`src/rtl/axi_lite_cmd_master.sv`:
```
// AXI4-Lite command master: converts one simple read/write command into a single
// AXI4-Lite transaction and returns its completion; one transaction outstanding.
//
// state          | meaning
// S_IDLE         | waiting for a command, cmd_ready high
// S_WR_ADDR_DATA | AW and W channels in flight, each dropped after its own handshake
// S_WR_RESP      | bready high, waiting for bvalid
// S_RD_ADDR      | arvalid high, waiting for arready
// S_RD_DATA      | rready high, waiting for rvalid
// S_RESP         | rsp_valid high, waiting for rsp_ready
module axi_lite_cmd_master #(
    parameter int ADDR_WIDTH = 4
) (
    input  logic                  aclk,
    input  logic                  aresetn,

    input  logic                  cmd_valid,
    output logic                  cmd_ready,
    input  logic                  cmd_write,
    input  logic [ADDR_WIDTH-1:0] cmd_addr,
    input  logic [31:0]           cmd_wdata,

    output logic                  rsp_valid,
    input  logic                  rsp_ready,
    output logic [31:0]           rsp_rdata,
    output logic [1:0]            rsp_resp,

    output logic [ADDR_WIDTH-1:0] awaddr,
    output logic [2:0]            awprot,
    output logic                  awvalid,
    input  logic                  awready,
    output logic [31:0]           wdata,
    output logic [3:0]            wstrb,
    output logic                  wvalid,
    input  logic                  wready,
    input  logic [1:0]            bresp,
    input  logic                  bvalid,
    output logic                  bready,

    output logic [ADDR_WIDTH-1:0] araddr,
    output logic [2:0]            arprot,
    output logic                  arvalid,
    input  logic                  arready,
    input  logic [31:0]           rdata,
    input  logic [1:0]            rresp,
    input  logic                  rvalid,
    output logic                  rready
);

    localparam logic [2:0] S_IDLE         = 3'd0;
    localparam logic [2:0] S_WR_ADDR_DATA = 3'd1;
    localparam logic [2:0] S_WR_RESP      = 3'd2;
    localparam logic [2:0] S_RD_ADDR      = 3'd3;
    localparam logic [2:0] S_RD_DATA      = 3'd4;
    localparam logic [2:0] S_RESP         = 3'd5;

    logic [2:0]            state;
    logic [ADDR_WIDTH-1:0] addr_q;
    logic [31:0]           wdata_q;
    logic [31:0]           rdata_q;
    logic [1:0]            resp_q;
    logic                  aw_pend;
    logic                  w_pend;
    logic                  aw_clear;
    logic                  w_clear;

    // A channel counts as finished if it already completed or completes this edge.
    assign aw_clear = !aw_pend || awready;
    assign w_clear  = !w_pend  || wready;

    always_ff @(posedge aclk) begin
        if (!aresetn) begin
            state   <= S_IDLE;
            addr_q  <= '0;
            wdata_q <= '0;
            rdata_q <= '0;
            resp_q  <= '0;
            aw_pend <= 1'b0;
            w_pend  <= 1'b0;
        end else begin
            case (state)
                S_IDLE: begin
                    if (cmd_valid) begin
                        addr_q <= cmd_addr;
                        if (cmd_write) begin
                            wdata_q <= cmd_wdata;
                            aw_pend <= 1'b1;
                            w_pend  <= 1'b1;
                            state   <= S_WR_ADDR_DATA;
                        end else begin
                            state <= S_RD_ADDR;
                        end
                    end
                end
                S_WR_ADDR_DATA: begin
                    if (awready) aw_pend <= 1'b0;
                    if (wready)  w_pend  <= 1'b0;
                    if (aw_clear && w_clear) state <= S_WR_RESP;
                end
                S_WR_RESP: begin
                    if (bvalid) begin
                        rdata_q <= '0;
                        resp_q  <= bresp;
                        state   <= S_RESP;
                    end
                end
                S_RD_ADDR: begin
                    if (arready) state <= S_RD_DATA;
                end
                S_RD_DATA: begin
                    if (rvalid) begin
                        rdata_q <= rdata;
                        resp_q  <= rresp;
                        state   <= S_RESP;
                    end
                end
                S_RESP: begin
                    if (rsp_ready) state <= S_IDLE;
                end
                default: state <= S_IDLE;
            endcase
        end
    end

    // cmd_ready is held low for as long as reset is asserted.
    assign cmd_ready = aresetn && (state == S_IDLE);
    assign rsp_valid = (state == S_RESP);
    assign rsp_rdata = rdata_q;
    assign rsp_resp  = resp_q;

    assign awaddr  = addr_q;
    assign awprot  = 3'b000;
    assign awvalid = aw_pend;
    assign wdata   = wdata_q;
    assign wstrb   = 4'hF;
    assign wvalid  = w_pend;
    assign bready  = (state == S_WR_RESP);

    assign araddr  = addr_q;
    assign arprot  = 3'b000;
    assign arvalid = (state == S_RD_ADDR);
    assign rready  = (state == S_RD_DATA);

endmodule

```
`config.mk`:
```
export PLATFORM = sky130hd
export DESIGN_NAME = axi_lite_cmd_master
export DESIGN_NICKNAME = d
export VERILOG_FILES = /design/src/rtl/axi_lite_cmd_master.sv
export SDC_FILE = /design/constraint.sdc
export NUM_CORES = 1
export LEC_CHECK = 0
export CORE_MARGIN = 10
export CORE_UTILIZATION = 30
export CTS_CLUSTER_SIZE = 14
export DETAILED_ROUTE_END_ITERATION = 16
export PLACE_DENSITY_LB_ADDON = 0.2
export SKIP_CTS_REPAIR_TIMING = 1
export SLEW_MARGIN = 0
export SYNTH_ARGS = -nofsm -noshare
export SYNTH_HDL_FRONTEND = slang
export SYNTH_SLANG_ARGS = --single-unit
```
`constraint.sdc`:
```
create_clock -name aclk -period 4.43 [get_ports aclk]
set_clock_uncertainty 0.2 [all_clocks]
set_input_delay 1.1075 -clock aclk [delete_from_list [all_inputs] [get_ports aclk]]
set_output_delay 1.1075 -clock aclk [all_outputs]
set_load 0.03 [all_outputs]
```
## Word-level counts from Yosys, hierarchy flattened

Cells that the tools add are included.

| operators by class | value |
|---|---|
| equal/unequal tests | 14 |
| multiplexer cells | 20 |
| reductions and logical operators | 15 |

Operator list:

| cell | number |
|---|---|
| $mux W32 | 2 |
| $pmux W32 S2 | 1 |
| $mux W3 | 6 |
| $pmux W3 S6 | 1 |
| $ne A2 B2 Y1 const B | 7 |
| $reduce_and A4 Y1 | 2 |
| $eq A3 B2 Y1 const B | 2 |
| $eq A3 B3 Y1 const B | 2 |
| $mux W2 | 3 |
| $reduce_and A3 Y1 | 2 |
| $reduce_and A6 Y1 | 1 |
| $mux W1 | 4 |
| $ne A2 B1 Y1 const B | 2 |
| $pmux W1 S2 | 2 |
| $pmux W2 S2 | 1 |
| $reduce_bool A2 Y1 | 2 |
| $eq A3 B1 Y1 const B | 1 |
| $logic_not A3 Y1 | 1 |
| $logic_and A1 B1 Y1 | 2 |
| $logic_not A1 Y1 | 2 |
| $logic_or A1 B1 Y1 | 2 |
| $reduce_and A2 Y1 | 1 |

| storage, ports and cells | value |
|---|---|
| register bits | 75 |
| input bits | 82 |
| output and inout port bits | 91 |

## Longest topological paths before layout

Gate-level depths: netlist of run 1.

| logic depth | value |
|---|---|
| word-level depth | 5 |
| mapped depth | 6 |
| mapped depth without buffers | 4 |

## Worst setup path before layout of run 1

Ideal clock, no wire load.

| path | value |
|---|---|
| path kind | input-to-output |
| start | input aresetn |
| end | output cmd_ready |
| arrival | 1.684 ns |
| required time | 3.123 ns |
| setup slack | 1.438 ns |
| stages on the path | 2 |
| path buffers | 1 |
| cell sequence | clkbuf_1 -> and3_1 |

| between the ends | value |
|---|---|
| word-level cells in the longest chain between the ends | 1 |

Ends and longest elaborated chain:

| item | line | text |
|---|---|---|
| start: declaration | 15 | `input logic aresetn,` |
| $logic_and A1 B1 Y1 | 126 | `assign cmd_ready = aresetn && (state == S_IDLE);` |
| end: declaration | 18 | `output logic cmd_ready,` |

Every way passes these cells.

## Worst setup path in the final report of run 1

| path | value |
|---|---|
| start | register state[2] |
| end | output rready |

| between the ends | value |
|---|---|
| word-level cells in the longest chain between the ends | 1 |

Ends and longest elaborated chain:

| item | line | text |
|---|---|---|
| start: declaration | 57 | `logic [2:0] state;` |
| start signal: assignment | 73 | `state <= S_IDLE;` |
| start signal: assignment | 89 | `state <= S_WR_ADDR_DATA;` |
| start signal: assignment | 91 | `state <= S_RD_ADDR;` |
| $eq A3 B3 Y1 | 142 | `assign rready = (state == S_RD_DATA);` |
| end: declaration | 47 | `output logic rready` |

Every way passes these cells.

==> out/results.tsv, run 1 <==
metric	value	unit
status	completed	
ir_worst_vdd	0.000173	V
synth.largest_area_cell	dfxtp_1	
fmax	0.292	GHz
required	3.12	ns
insertion_delay	0.33	ns
setup_viol	0	
hold_path_startpoint	rsp_resp[1]$_SDFFE_PN0P_	
cts_tree	built	
end_kind	output port	
clock-sinks	75	
drive_gt1_share	13.8	%
crit_arrival	2.12	ns
p_leak	1.73	nW
fill_cells	1048	
vias	2746	
synth_seq_cells	75	
syn_inst	333	
min_path_type	reg2reg	
die_h	125	um
ys_warn_count	0	
num_antenna_cells	0	
synth_top_area_share	45.4	%
power.density	412	nW/um^2
antenna_found_initial	0	
slew_viol_final	0	
clockBufferDepth	2	
start_util	30.5	%
synth_cell_types	36	
grt_max_degree	77	
cts-buffers-inserted	9	
relSlewSlack	31.2	%
setup_tns	0	ns
synth_area_leaders	dfxtp_1 45%, a21boi_2 10%, nand2_1 7.9%	
firstDrtPassIters	4	
pin_count	173	
die_w	125	um
seq_area_frac_synth	45.4	%
path_clk_slew	0.08	ns
cts_root_buf	clkbuf_8	
fin_area	5060	um^2
vias_per_cell	4.40	
post-route-min-period	3.43	ns
critical_path_peak_fanout	12	
port_buffers	162	
hold_viol	0	
netlist_area	3310	um^2
area_delta_synth_final	52.9	%
dieArea	15600	um^2
place_hpwl	7050	um
postRouteAntennaNets	0	
core-area	10800	um^2
crit_type	reg2out	
grt_pass1_wl	15600	um
htree_levels	3	
cp-startpoint	state[2]$_SDFFE_PN0P_	
post_dp_cell_area	4840	um^2
drtIter0Drc	161	
wl_per_cell	15.7	um
drv_cap	0	
rr_startpoint	state[1]$_SDFFE_PN0P_	
worstMarginPinSlew	1.03	ns
grt_pass1_vias	2885	
grt_setup_unrepaired	false	
drc_errors	0	
avgSynthCellArea	9.93	um^2
final_nets	561	
rows	38	
routabilityCongestion	0.744	
track_usage	12.0	%
routed_wl	9800	um
crit_path_start_kind	register	
fin_total_pwr	2.08	mW
finalCritPeriodShare	77.4	%
globalRouteOverflowTotal	0	
[cell type report]
type	count	area [um^2]	area share [%]
Clock inverter	4	73.8	1.46
Clock buffer	12	145	2.87
Timing Repair Buffer	166	1650	32.6
Inverter	6	22.5	0.445
Multi-Input combinational cell	221	1490	29.5
Tap cell	140	175	3.46
Sequential cell	75	1500	29.7
[cell usage after synthesis (all sizes together)]
master / instances
dfxtp: 75
nand2: 70
nor2b: 38
a21boi: 34
a22oi: 32
buf: 27
clkbuf: 12
mux2i: 8
inv: 6
and2: 3
nor2: 3
o21ai: 3
o221a: 3
and3: 2
and3b: 2
conb: 2
or2: 2
a211o: 1
a21oi: 1
a221oi: 1
a31oi: 1
nor3: 1
nor3b: 1
nor4b: 1
o2111ai: 1
o21a: 1
o22ai: 1
or2b: 1
[worst max-delay path, stage by stage (launching register included)]
cell and delay (ns):
dfxtp_1 0.57, nor3b_2 0.44, clkdlybuf4s50_1 0.77
[cell families after synthesis]
kind of cell	after synthesis	share of synthesized area, %
buffers and inverters	45	10.4
AO/OA/AOI/OAI	79	22.7
flip-flops	75	45.4
other	2	0.227
multiplexers	8	2.42
AND/OR/NAND/NOR	124	18.9
[cells in the final DEF, fill, tap and decap left out, types with 2 or more instances in the layout]
| cell type | netlist | routed |
|---|---|---|
| clkbuf_1 | 11 | 2 |
| nor2b_1 | 38 | 38 |
| a21boi_0 | 2 | 2 |
| and2_1 | 3 | 3 |
| mux2i_1 | 8 | 8 |
| bufinv_16 | 0 | 2 |
| o221a_2 | 3 | 3 |
| clkbuf_8 | 1 | 10 |
| nand2_1 | 70 | 70 |
| nor2_1 | 3 | 3 |
| or2_2 | 2 | 2 |
| a21boi_1 | 2 | 2 |
| a22oi_2 | 6 | 6 |
| o21ai_0 | 2 | 2 |
| buf_4 | 17 | 4 |
| and3b_2 | 2 | 2 |
| clkdlybuf4s50_1 | 0 | 161 |
| a22oi_1 | 26 | 26 |
| and3_1 | 2 | 2 |
| conb_1 | 2 | 10 |
| inv_1 | 5 | 5 |
| a21boi_2 | 30 | 30 |
| dfxtp_1 | 75 | 75 |
[worst paths after layout]
| kind | end | slack, ns | cells past startpoint |
|---|---|---|---|
| worst min-delay path | rsp_resp[1]$_SDFFE_PN0P_ | 0.26 | 2 |
| worst max register to register | rsp_resp[0]$_SDFFE_PN0P_ | 2.11 | 4 |
| worst max-delay path | rready | 1.00 | 2 |
| worst min register to register | rsp_resp[1]$_SDFFE_PN0P_ | 0.26 | 2 |
[through the flow]
step	std cells	util, %	setup slack (ns)	hold slack, ns
2_1_floorplan	341	-	1.44	0.374
3_3_place_gp	608	44.6	1.06	0.240
3_5_place_dp	608	44.6	1.06	0.250
4_1_cts	624	46.7	0.975	0.263
5_1_grt	624	46.7	0.842	0.284
6_report	624	46.7	1.00	0.262
[where the power goes]
group / total [mW] / internal (mW) / switching (mW) / leakage [nW]
logic: 0.691 / 0.309 / 0.382 / 1.01
clock network: 0.586 / 0.334 / 0.252 / 0.111
registers: 0.807 / 0.741 / 0.0661 / 0.608
[routing by layer]
| metal | GRT usage [%] | up-vias | wire (um) |
|---|---|---|---|
| met5 | 0 | - | 0 |
| met4 | 3.05 | 0 | 93 |
| met3 | 8.37 | 8 | 1270 |
| met2 | 17.6 | 121 | 4150 |
| met1 | 14.0 | 1235 | 4290 |
| li1 | - | 1382 | - |
[registers in the layout (all words and copies together) (netlist names)]
signal     count
rsp_resp       2
state          3
wvalid         1
wdata         32
rsp_rdata     32
awvalid        1
araddr         4
(Power assumes the default switching activity.)
==> run 2: changes to the inputs <==
==> constraint.sdc (replaced) <==
create_clock -name aclk -period 3.14 [get_ports aclk]
set_clock_uncertainty 0.2 [all_clocks]
set_input_delay 0.785 -clock aclk [delete_from_list [all_inputs] [get_ports aclk]]
set_output_delay 0.785 -clock aclk [all_outputs]
set_load 0.03 [all_outputs]
==> out/results.tsv, run 2 (synthesized netlist as in run 1, its figures left out) <==
metric	value	unit
status	completed	
setup_tns	0	ns
postRouteAntennaNets	0	
grt_pass1_vias	2874	
power_frac_comb	36.2	%
drc_errors	0	
routed_wl	9790	um
fin_ws	0.195	ns
rows	38	
fin_total_pwr	2.76	mW
drtIter0Drc	118	
critical_path_peak_fanout	12	
slowest_stage	clkdlybuf4s50_1	
fmax	0.340	GHz
place_inst	611	
die_h	125	um
post-route-min-period	2.95	ns
grt_setup_unrepaired	false	
wl_per_cell	15.6	um
pin_count	173	
area_delta_synth_final	52.1	%
mostFrequentLayoutCells	159 x clkdlybuf4s50_1, 74 x dfxtp_1, 70 x nand2_1	
track_usage	12.1	%
start_util	30.5	%
htree_levels	3	
drive_gt1_share	14.4	%
path_clk_slew	0.08	ns
final_common_cell	clkdlybuf4s50_1	
p_int	1.79	mW
place_ws	0.440	ns
crit_type	reg2out	
path_cells	inv_2 > nor2_1 > clkdlybuf4s50_1	
setup_viol	0	
hold_slack	0.256	ns
dieArea	15600	um^2
clock-sinks	75	
required	2.15	ns
cts_tree	built	
firstDrtPassIters	4	
power.switching	971	uW
p_leak	1.74	nW
switching_share	35.2	%
place_hpwl	7160	um
worstMarginPinSlew	0.648	ns
cts_root_buf	clkbuf_8	
critical-path-max-stage-delay	0.69	ns
vias_per_cell	4.43	
grt_max_degree	77	
antenna_found_initial	0	
relSlewSlack	56.8	%
port_buffers	162	
slew_viol_final	0	
fill_cells	1063	
grt_pass1_wl	15600	um
crit_arrival	1.96	ns
crit_path_start_kind	register	
fin_area	5030	um^2
utilization	46.4	%
min_path_type	reg2reg	
hold_viol	0	
insertion_delay	0.34	ns
end_kind	output port	
die_w	125	um
fin_cells	628	
vias	2782	
pwr-share-clk	22.6	%
routabilityCongestion	0.735	
seq_power_share	41.2	%
clockBufferDepth	2	
ir_worst_vdd	0.000183	V
final_nets	564	
finalCritPeriodShare	93.8	%
drv_cap	0	
cts-buffers-inserted	9	
core-area	10800	um^2
post_dp_cell_area	4870	um^2
power.density	548	nW/um^2
globalRouteOverflowTotal	0	
[run 2: final cells by class]
cell class | instances | area (um^2) | area share (%)
clock inverters | 3 | 15.0 | 0.298
well taps | 140 | 175 | 3.48
repair buffers | 169 | 1680 | 33.4
clock buffers | 13 | 139 | 2.76
flip-flops and latches | 75 | 1500 | 29.9
inverters | 6 | 22.5 | 0.448
multi-input cells | 221 | 1490 | 29.7
diodes | 1 | 2.50 | 0.0497
[run 2: metal layers]
metal | routed length (um) | up-vias | track usage [%]
met5 | 0 | - | 0
met3 | 1310 | 5 | 7.98
met2 | 4030 | 116 | 17.2
li1 | - | 1390 | -
met1 | 4380 | 1271 | 14.6
met4 | 80 | 0 | 3.86
[run 2: worst max-delay path, delay by kind of cell, from the launching register on]
family | cells | cell delay (ns)
AND/OR/NAND/NOR | 1 | 0.13
buffers and inverters | 2 | 0.85
flip-flops | 1 | 0.64
[run 2: power groups by stage]
stage	Sequential (mW)	Clock, mW	Combinational [mW]
2_1_floorplan	1.29	0	0.550
3_3_place_gp	1.15	0	1.00
3_5_place_dp	1.16	0	1.01
4_1_cts	1.14	0.660	1.01
5_1_grt	1.15	0.707	1.07
6_report	1.14	0.623	0.997
[run 2: path summary, 6_finish.rpt]
kind | start | end | slack, ns | cells past startpoint
max reg2reg | state[2]$_SDFFE_PN0P_ | rsp_rdata[11]$_SDFFE_PN0P_ | 1.09 | 5
min | rsp_resp[1]$_SDFFE_PN0P_ | rsp_resp[1]$_SDFFE_PN0P_ | 0.26 | 2
max | state[0]$_SDFFE_PN0P_ | arvalid | 0.19 | 3
min reg2reg | rsp_resp[1]$_SDFFE_PN0P_ | rsp_resp[1]$_SDFFE_PN0P_ | 0.26 | 2
